--- src/rtl/popcount_ternary_sched_pkg.sv ---
// Shared definitions for the ternary popcount sequencer and related neuron blocks.
// Holds FSM state codes, ternary activation encoding and accumulator sizing.
package popcount_pkg;

    localparam logic [1:0] ST_IDLE = 2'd0;
    localparam logic [1:0] ST_RUN  = 2'd1;
    localparam logic [1:0] ST_DONE = 2'd2;

    localparam logic [1:0] ACT_POS  = 2'b01;
    localparam logic [1:0] ACT_ZERO = 2'b00;
    localparam logic [1:0] ACT_NEG  = 2'b11;

    // Signed width covering -7*n..+7*n, since an approximate unit may return 7 per chunk.
    function automatic int unsigned acc_width(input int unsigned n);
        return $clog2(7 * n + 1) + 1;
    endfunction

endpackage

--- src/rtl/popcount_ternary_sched_if.sv ---
// Request/result handshake plus the link to the external shared popcount unit.
// master = environment (source, consumer, popcount unit); slave = the sequencer.
interface popcount_ternary_sched_if #(
    parameter int unsigned N_CHUNKS = 8,
    parameter int unsigned THR_W    = 6
);
    import popcount_pkg::*;

    localparam int unsigned ACC_W = acc_width(N_CHUNKS);

    logic                  in_valid;
    logic                  in_ready;
    logic [4*N_CHUNKS-1:0] in_pos;
    logic [4*N_CHUNKS-1:0] in_neg;
    logic [THR_W-1:0]      in_thr;
    logic [3:0]            pc_a;
    logic [2:0]            pc_sum;
    logic                  out_valid;
    logic                  out_ready;
    logic [1:0]            out_act;
    logic [ACC_W-1:0]      out_sum;

    modport master (
        output in_valid, in_pos, in_neg, in_thr, pc_sum, out_ready,
        input  in_ready, pc_a, out_valid, out_act, out_sum
    );

    modport slave (
        input  in_valid, in_pos, in_neg, in_thr, pc_sum, out_ready,
        output in_ready, pc_a, out_valid, out_act, out_sum
    );

endinterface

--- src/rtl/popcount_ternary_sched_cmp.sv ---
// Symmetric-threshold ternary activation: +1 if sum > T, -1 if sum < -T, else 0.
// Purely combinational; T is unsigned and zero-extended before the signed compare.
module ternary_act_cmp
    import popcount_pkg::*;
#(
    parameter int unsigned ACC_W = 7,
    parameter int unsigned THR_W = 6
) (
    input  logic signed [ACC_W-1:0] sum,
    input  logic        [THR_W-1:0] thr,
    output logic        [1:0]       act
);

    localparam int unsigned CMP_W = ((ACC_W > THR_W + 1) ? ACC_W : THR_W + 1) + 1;

    logic signed [CMP_W-1:0] sum_x;
    logic signed [CMP_W-1:0] thr_x;
    logic signed [CMP_W-1:0] thr_neg;

    assign sum_x   = CMP_W'(sum);
    assign thr_x   = CMP_W'(thr);
    assign thr_neg = -thr_x;

    always_comb begin
        act = ACT_ZERO;
        if (sum_x > thr_x) begin
            act = ACT_POS;
        end else if (sum_x < thr_neg) begin
            act = ACT_NEG;
        end
    end

endmodule

--- src/rtl/popcount_ternary_sched.sv ---
// Time-multiplexes one external 4-bit popcount unit over a wide ternary input vector,
// accumulating (+pos hits) - (neg hits) chunk by chunk, then thresholds the result.
module popcount_ternary_sched
    import popcount_pkg::*;
#(
    parameter int unsigned N_CHUNKS = 8,
    parameter int unsigned THR_W    = 6
) (
    input logic                     clk,
    input logic                     rst,
    popcount_ternary_sched_if.slave bus
);

    localparam int unsigned ACC_W = acc_width(N_CHUNKS);
    localparam int unsigned VEC_W = 4 * N_CHUNKS;
    localparam int unsigned IDX_W = (N_CHUNKS > 1) ? $clog2(N_CHUNKS) : 1;
    localparam logic [IDX_W-1:0] LAST_IDX = IDX_W'(N_CHUNKS - 1);

    logic [1:0]              state_q;
    logic                    phase_neg_q;
    logic [IDX_W-1:0]        idx_q;
    logic [VEC_W-1:0]        pos_q;
    logic [VEC_W-1:0]        neg_q;
    logic [THR_W-1:0]        thr_q;
    logic signed [ACC_W-1:0] acc_q;
    logic signed [ACC_W-1:0] pc_ext;
    logic [1:0]              act;

    // pc_sum is trusted as-is (no clamp to popcount(pc_a)); ACC_W absorbs the worst case.
    assign pc_ext = ACC_W'(bus.pc_sum);

    always_ff @(posedge clk or posedge rst) begin
        if (rst) begin
            state_q     <= ST_IDLE;
            phase_neg_q <= 1'b0;
            idx_q       <= '0;
            pos_q       <= '0;
            neg_q       <= '0;
            thr_q       <= '0;
            acc_q       <= '0;
        end else begin
            unique case (state_q)
                ST_IDLE: begin
                    if (bus.in_valid) begin
                        pos_q       <= bus.in_pos;
                        neg_q       <= bus.in_neg;
                        thr_q       <= bus.in_thr;
                        acc_q       <= '0;
                        idx_q       <= '0;
                        phase_neg_q <= 1'b0;
                        state_q     <= ST_RUN;
                    end
                end
                ST_RUN: begin
                    if (phase_neg_q) begin
                        acc_q <= acc_q - pc_ext;
                    end else begin
                        acc_q <= acc_q + pc_ext;
                    end
                    phase_neg_q <= ~phase_neg_q;
                    if (phase_neg_q) begin
                        if (idx_q == LAST_IDX) begin
                            state_q <= ST_DONE;
                        end else begin
                            idx_q <= idx_q + IDX_W'(1);
                        end
                    end
                end
                ST_DONE: begin
                    if (bus.out_ready) begin
                        state_q <= ST_IDLE;
                    end
                end
                default: state_q <= ST_IDLE;
            endcase
        end
    end

    ternary_act_cmp #(
        .ACC_W(ACC_W),
        .THR_W(THR_W)
    ) u_cmp (
        .sum(acc_q),
        .thr(thr_q),
        .act(act)
    );

    // Result outputs are gated to DONE so IDLE/RUN never expose a partial sum.
    always_comb begin
        bus.in_ready  = (state_q == ST_IDLE);
        bus.out_valid = (state_q == ST_DONE);
        bus.pc_a      = '0;
        bus.out_sum   = '0;
        bus.out_act   = ACT_ZERO;
        if (state_q == ST_RUN) begin
            bus.pc_a = phase_neg_q ? neg_q[{idx_q, 2'b00} +: 4] : pos_q[{idx_q, 2'b00} +: 4];
        end
        if (state_q == ST_DONE) begin
            bus.out_sum = acc_q;
            bus.out_act = act;
        end
    end

endmodule
--- src/flat_wrapper.sv ---
// flat-port wrapper written by rule: the top's interface ports become plain ports
module popcount_ternary_sched_flat import popcount_pkg::*;
#(
    parameter int unsigned N_CHUNKS = 8,
    parameter int unsigned THR_W    = 6
)
  (clk, rst, bus_in_valid, bus_in_pos, bus_in_neg, bus_in_thr, bus_pc_sum, bus_out_ready, bus_in_ready, bus_pc_a, bus_out_valid, bus_out_act, bus_out_sum);
  popcount_ternary_sched_if #(.N_CHUNKS(N_CHUNKS), .THR_W(THR_W)) bus_i ();
  input logic clk;
  input logic rst;
  input wire logic [$bits(bus_i.in_valid)-1:0] bus_in_valid;
  input wire logic [$bits(bus_i.in_pos)-1:0] bus_in_pos;
  input wire logic [$bits(bus_i.in_neg)-1:0] bus_in_neg;
  input wire logic [$bits(bus_i.in_thr)-1:0] bus_in_thr;
  input wire logic [$bits(bus_i.pc_sum)-1:0] bus_pc_sum;
  input wire logic [$bits(bus_i.out_ready)-1:0] bus_out_ready;
  output wire logic [$bits(bus_i.in_ready)-1:0] bus_in_ready;
  output wire logic [$bits(bus_i.pc_a)-1:0] bus_pc_a;
  output wire logic [$bits(bus_i.out_valid)-1:0] bus_out_valid;
  output wire logic [$bits(bus_i.out_act)-1:0] bus_out_act;
  output wire logic [$bits(bus_i.out_sum)-1:0] bus_out_sum;
  assign bus_i.in_valid = bus_in_valid;
  assign bus_i.in_pos = bus_in_pos;
  assign bus_i.in_neg = bus_in_neg;
  assign bus_i.in_thr = bus_in_thr;
  assign bus_i.pc_sum = bus_pc_sum;
  assign bus_i.out_ready = bus_out_ready;
  assign bus_in_ready = bus_i.in_ready;
  assign bus_pc_a = bus_i.pc_a;
  assign bus_out_valid = bus_i.out_valid;
  assign bus_out_act = bus_i.out_act;
  assign bus_out_sum = bus_i.out_sum;
  popcount_ternary_sched #(.N_CHUNKS(N_CHUNKS), .THR_W(THR_W)) u_core (.clk(clk), .rst(rst), .bus(bus_i));
endmodule
--- config.mk ---
export PLATFORM = sky130hd
export DESIGN_NAME = popcount_ternary_sched_flat
export DESIGN_NICKNAME = d
export VERILOG_FILES = /design/src/rtl/popcount_ternary_sched_pkg.sv /design/src/rtl/popcount_ternary_sched_if.sv /design/src/rtl/popcount_ternary_sched_cmp.sv /design/src/rtl/popcount_ternary_sched.sv /design/src/flat_wrapper.sv
export SDC_FILE = /design/constraint.sdc
export NUM_CORES = 1
export LEC_CHECK = 0
export BUFFER_PORTS_ARGS = -buffer_cell sky130_fd_sc_hd__clkbuf_2
export CORE_UTILIZATION = 53
export DETAILED_ROUTE_END_ITERATION = 7
export GPL_ROUTABILITY_DRIVEN = 0
export PLACE_DENSITY = 0.87
export SLEW_MARGIN = 10
export SYNTH_ARGS = -nofsm -noshare
export SYNTH_HDL_FRONTEND = slang
export SYNTH_SLANG_ARGS = --single-unit
--- constraint.sdc ---
create_clock -name clk -period 6.9 [get_ports clk]
set_input_delay 1.035 -clock clk [delete_from_list [all_inputs] [get_ports clk]]
set_output_delay 1.035 -clock clk [all_outputs]
set_load 0.01 [all_outputs]
# Word-level counts from Yosys, hierarchy flattened
# Cells that the tools add are included.
[word_totals]
reg_bits = 83
in_bits = 77
out_inout_bits = 15
wordCells = 50
[classes]
add_sub_neg = 4
order_cmp = 2
n_eq_ne = 8
n_shift = 2
n_mux = 20
n_bitwise = 1
reduce_logical = 6
[op_table]
columns = ["op", "count"]
rows = [
  ["variable part select 32 x 6 -> 4 bit", 2],
  ["2-to-1 mux 7 bit", 3],
  ["2-to-1 mux 2 bit", 7],
  ["one-hot mux 7 bit (2 select lines)", 1],
  ["2-to-1 mux 3 bit", 3],
  ["< comparator 7 x 8 -> 1 bit", 1],
  ["2-to-1 mux 4 bit", 2],
  ["negation 6 -> 8 bit", 1],
  ["AND reduction 4 bit", 2],
  ["adder 7 x 4 -> 7 bit", 1],
  ["> comparator 7 bit", 1],
  ["subtractor 7 x 4 -> 7 bit", 1],
  ["inequality test 2 bit (second input constant)", 3],
  ["one-hot mux 2 bit (3 select lines)", 1],
  ["one-hot mux 3 bit (2 select lines)", 1],
  ["inequality test 2 x 1 -> 1 bit (second input constant)", 2],
  ["AND reduction 2 bit", 2],
  ["adder 3 x 1 -> 3 bit (second input constant)", 1],
  ["== test 3 bit (second input constant)", 1],
  ["== test 2 x 1 -> 1 bit (second input constant)", 1],
  ["== test 2 bit (second input constant)", 1],
  ["zero test 2 bit", 1],
  ["one-hot mux 1 bit (2 select lines)", 1],
  ["nonzero test 2 bit", 1],
  ["2 further kinds", 2],
]

# Logic depth before layout (Yosys ltp)
[logic_depth]
ltp_word = 5
mapped_depth = 10
ltp_nobuf = 10

# Hierarchy
# From an unflattened synthesis, not the netlist that was laid out.
[unflattened]
hier_cells = 491
area_unflattened_um2 = 4548.1
[by_module_without_submodules]
columns = ["mod", "n_inst", "cells_per_inst", "area_per_inst_um2"]
rows = [
  ["popcount_ternary_sched", 1, 440, 4136.5],
  ["ternary_act_cmp", 1, 51, 411.6],
]

# Least setup slack after synthesis
# No wires, ideal clock.
[synth_path]
path_kind = "reg2out"
from = "reg u_core.thr_q[2]"
to = "out bus_out_act[1]"
arrival_ns = 1.998
path_slack_ns = 3.867
path_stages_with_launch = 10
n_path_buf = 0
path_cell_list = "dfrtp_1 > nor3_1 > nand3_1 > xnor2_1 > ha_1 > a21o_1 > a21oi_1 > nand3b_1 > a21o_1 > nor3b_1"
[synth_via]
elab_chain_len = 5
word_cells_on_any_way = 6
cone_classes = "add/sub: 1; order compare: 2; mux: 3"
[synth_rtl]
columns = ["element", "line_no", "rtl"]
rows = [
  ["start, declared", "popcount_ternary_sched.sv:24", "logic [THR_W-1:0] thr_q;"],
  ["start signal, assigned", "popcount_ternary_sched.sv:47", "thr_q <= bus.in_thr;"],
  ["negation 6 -> 8 bit", "popcount_ternary_sched_cmp.sv:22", "assign thr_neg = -thr_x;"],
  ["< comparator 7 x 8 -> 1 bit", "popcount_ternary_sched_cmp.sv:28", "end else if (sum_x < thr_neg) begin"],
  ["2-to-1 mux 2 bit", "popcount_ternary_sched_cmp.sv:28", ""],
  ["2-to-1 mux 2 bit *", "popcount_ternary_sched_cmp.sv:26", "if (sum_x > thr_x) begin"],
  ["2-to-1 mux 2 bit *", "popcount_ternary_sched.sv:98", "if (state_q == ST_DONE) begin"],
  ["end, declared", "flat_wrapper.sv:20", "output wire logic [$bits(bus_i.out_act)-1:0] bus_out_act;"],
]
# Every way passes the cells marked *; elsewhere a longest branch is shown, timed or not.

# Worst setup path after layout
# Ends and elaborated chain as after synthesis.

==> impl_metrics.csv <==
group,metric,value,unit
route,vias,3585,
route,drc_errors,0,
logic_synthesis,synth_top_area_frac,0.4611,
critical_path,cp_top_family,"simple AND/OR/NAND/NOR gates",
finish,nets,661,
logic_synthesis,postSynthCellCount,478,
route,wl,9584,um
route,drt-met1-wl,4314,um
route,dr.pass1.iters,4,
finish,areaGrowthSynthToFinish,15.39,%
route,post_drt_via_cell_ratio,5.359,
run_status,outcome,"completed",
logic_synthesis,yosysWarnings,0,
logic_synthesis,syn_area,4504,um^2
timing,finalCritPeriodShare,0.5195,
logic_synthesis,synth_edf_count,0,
timing,worst_slew_pin_slew,1.020,ns
floorplan,coreArea,8217,um^2
global_route,track_usage,0.2314,
power_and_ir_drop,p_per_area,473.4,nW/um^2
clock_tree,cts_hold_buf,0,
clock_tree,cts-root-buf,"clkbuf_8",
critical_path,crit_type,"reg2out",
hold_path,worstHoldStart,"u_core.pos_q[3]",
global_route,antenna_found_initial,0,
power_and_ir_drop,total_power,2.460,mW
timing,max_freq,279.0,MHz
clock_tree,cts_tree,"built",
timing,hold_violations,0,
logic_synthesis,async_flop_share,1.000,
critical_path,crit_chain,"nor3_1, nand3_1, xnor2_1, ha_1, a21o_1, a21oi_1, nand3b_1, a21o_1, nor3b_1, clkbuf_2",
clock_tree,cts_resized,0,
logic_synthesis,synth.area.top_cells,"dfrtp_1 (46%), nand2_1 (17%), ha_1 (6.7%)",
logic_synthesis,ys_seq_area_frac,0.4611,
critical_path,worstSetupStartpointType,"flip-flop",
floorplan,dieArea,8872,um^2
logic_synthesis,synth.distinct_cells,42,
clock_tree,clk-insertion-delay-late,0.35,ns
hold_path,hold_class,"reg2reg",
floorplan,die_w,94.19,um
logic_synthesis,ys.flop_type,"dfrtp_1",
timing,drv_slew,0,
logic_synthesis,synth_area_leader_cell,"dfrtp_1",
finish,design_area,5197,um^2
clock_tree,numClockSinks,83,
place,port_buffers,91,
route,highest_layer,"met4",
floorplan,die_height,94.19,um
finish,antenna-diode-count,0,
finish,fillCellCount,653,
critical_path,end_kind,"primary output",
timing,slew-limit-headroom,0.3197,
critical_path,cp_max_fo,4,
timing,fin_ws,3.315,ns
clock_tree,numCtsBuffers,9,
critical_path,worst-path-buf-inv,1,
timing,setup_viol,0,
place,pre_cts_slack,3.726,ns
clock_tree,cts_setup_buffers,0,
clock_tree,cts.clk_slew.worst_paths,0.09,ns
route,drt_iter0_drc,179,
global_route,grt_max_degree,84,
critical_path,setup.worst_path.start,"u_core.thr_q[2]",
timing,fin_skew,0.009069,ns
route,wl_met3,323,um
timing,setup_tns,0,ns
global_route,grt_pass1_vias,3400,
critical_path,critical_path_arrival,2.55,ns
floorplan,row_count,33,
route,drtAntennaViolNets,0,
global_route,grt_pass1_wl,15680,um
logic_synthesis,synth-seq-cells,83,
critical_path,cpMostUsedCell,"a21o_1",
global_route,overflow,0,
floorplan,ioPinCount,92,
critical_path,r2r_start,"u_core.phase_neg_q",
logic_synthesis,syn_avg_cell_area,9.423,um^2
critical_path,critPathMaxStageDelay,0.42,ns
route,route.met2.wl,4737,um
clock_tree,cts_buffer_depth,2,
critical_path,crit_required,5.86,ns
floorplan,initial_core_util,0.5482,
clock_tree,h-tree-depth,3,
critical_path,critical-path-slowest-cell,"dfrtp_1",
route,avgRoutedWirePerCell,14.33,um
power_and_ir_drop,p_leak,2.801,nW
power_and_ir_drop,ir_drop,0.1781,mV
place,place_hpwl,6824,um
timing,min_period,3.585,ns
run,max_cap_violations,0,
place,place_area,4970,um^2
logic_synthesis,syn_nets,580,
timing,rsz0062_at_grt,"false",
finish,drive_above_1_share,0.2181,
cell usage after synthesis, types with 4 or more instances:
master and instances:
nand2_1 203, dfrtp_1 83, ha_1 24, inv_1 18, o21ai_0 15, nand3_1 12
mux2i_1 11, mux4_1 11, clkbuf_1 8, nor2_1 8, buf_2 7, buf_4 7
a21oi_1 6, nand2b_1 6, xnor2_1 6, mux4_2 5, o22ai_1 5, and2_1 4
nor3_1 4
worst paths after layout:
kind	endpoint	cells after the start	slack (ns)
setup / recovery	bus_out_act[1]	10	3.32
hold / removal	u_core.pos_q[3]	2	0.48
setup reg to reg	u_core.acc_q[6]	7	4.04
hold reg to reg	u_core.pos_q[3]	2	0.48
max in group asynchronous	u_core.neg_q[19]	3	5.26
min in group asynchronous	u_core.state_q[1]	3	0.97
cells in the final DEF, fill, tap and decap left out, types with 3 or more instances in the layout:
cell type,n
nand2_1,202
clkbuf_2,91
dfrtp_1,83
ha_1,24
inv_1,17
o21ai_0,15
nand3_1,12
mux2i_1,11
mux4_1,11
clkbuf_8,9
nor2_1,8
nand2b_1,6
xnor2_1,6
a21oi_1,6
mux4_2,5
o22ai_1,5
nor3_1,4
and2_1,4
inv_6,4
nor2b_1,3
a21o_1,3
buf_4,3
per-stage QoR:
stage | utilization | cells | hold slack [ns]
6_report | 0.6326 | 669 | 0.4802
5_1_grt | 0.6326 | 669 | 0.4971
4_1_cts | 0.6326 | 669 | 0.4807
3_5_place_dp | 0.6048 | 653 | 0.4573
3_3_place_gp | 0.6048 | 653 | 0.4494
2_1_floorplan | - | 478 | 0.4373
logic make-up after synthesis:
kind of cell / Yosys count / share of synthesized area
simple gates: 252 / 0.2314
flops: 83 / 0.4611
buf+inv: 42 / 0.04805
compound gates: 39 / 0.05417
mux: 29 / 0.1186
fa+ha+maj: 25 / 0.07111
xor+xnor: 8 / 0.01556
per-layer routing:
metal | up-vias | GRT usage
met4 | 0 | 0.1000
met3 | 20 | 0.02913
met1 | 1725 | 0.3119
met2 | 90 | 0.3762
met5 | - | 0
li1 | 1750 | -
flip-flops by register name, indices dropped and copies added (netlist names):
name	flops
u_core.acc_q	7
u_core.idx_q	3
u_core.neg_q	32
u_core.phase_neg_q	1
u_core.pos_q	32
u_core.state_q	2
u_core.thr_q	6
worst reg2reg max path, cell delays in order, from the launching register on:
cell and delay [ns]:
dfrtp_1 1.00, mux2_2 0.45, fa_1 0.44, nor2b_1 0.17, o2111ai_1 0.12, nand4b_1 0.17, mux2i_1 0.25, o311ai_1 0.12
where the power goes:
group	internal [mW]	switching [mW]
Clock	0.210	0.188
Combinational	0.552	0.584
Sequential	0.718	0.209
Total	1.48	0.981
layout make-up:
cell class              count  area (um^2)  share of cell area
clock buffers               9        123.9             0.02383
clock inverters             7        103.9             0.01998
inverters                  18        68.82             0.01324
multi-input cells         353         2215              0.4261
flip-flops and latches     83         2077              0.3996
well taps                 105        131.4             0.02528
repair buffers             94        478.0             0.09196
Power figures use the tool's default switching activity.
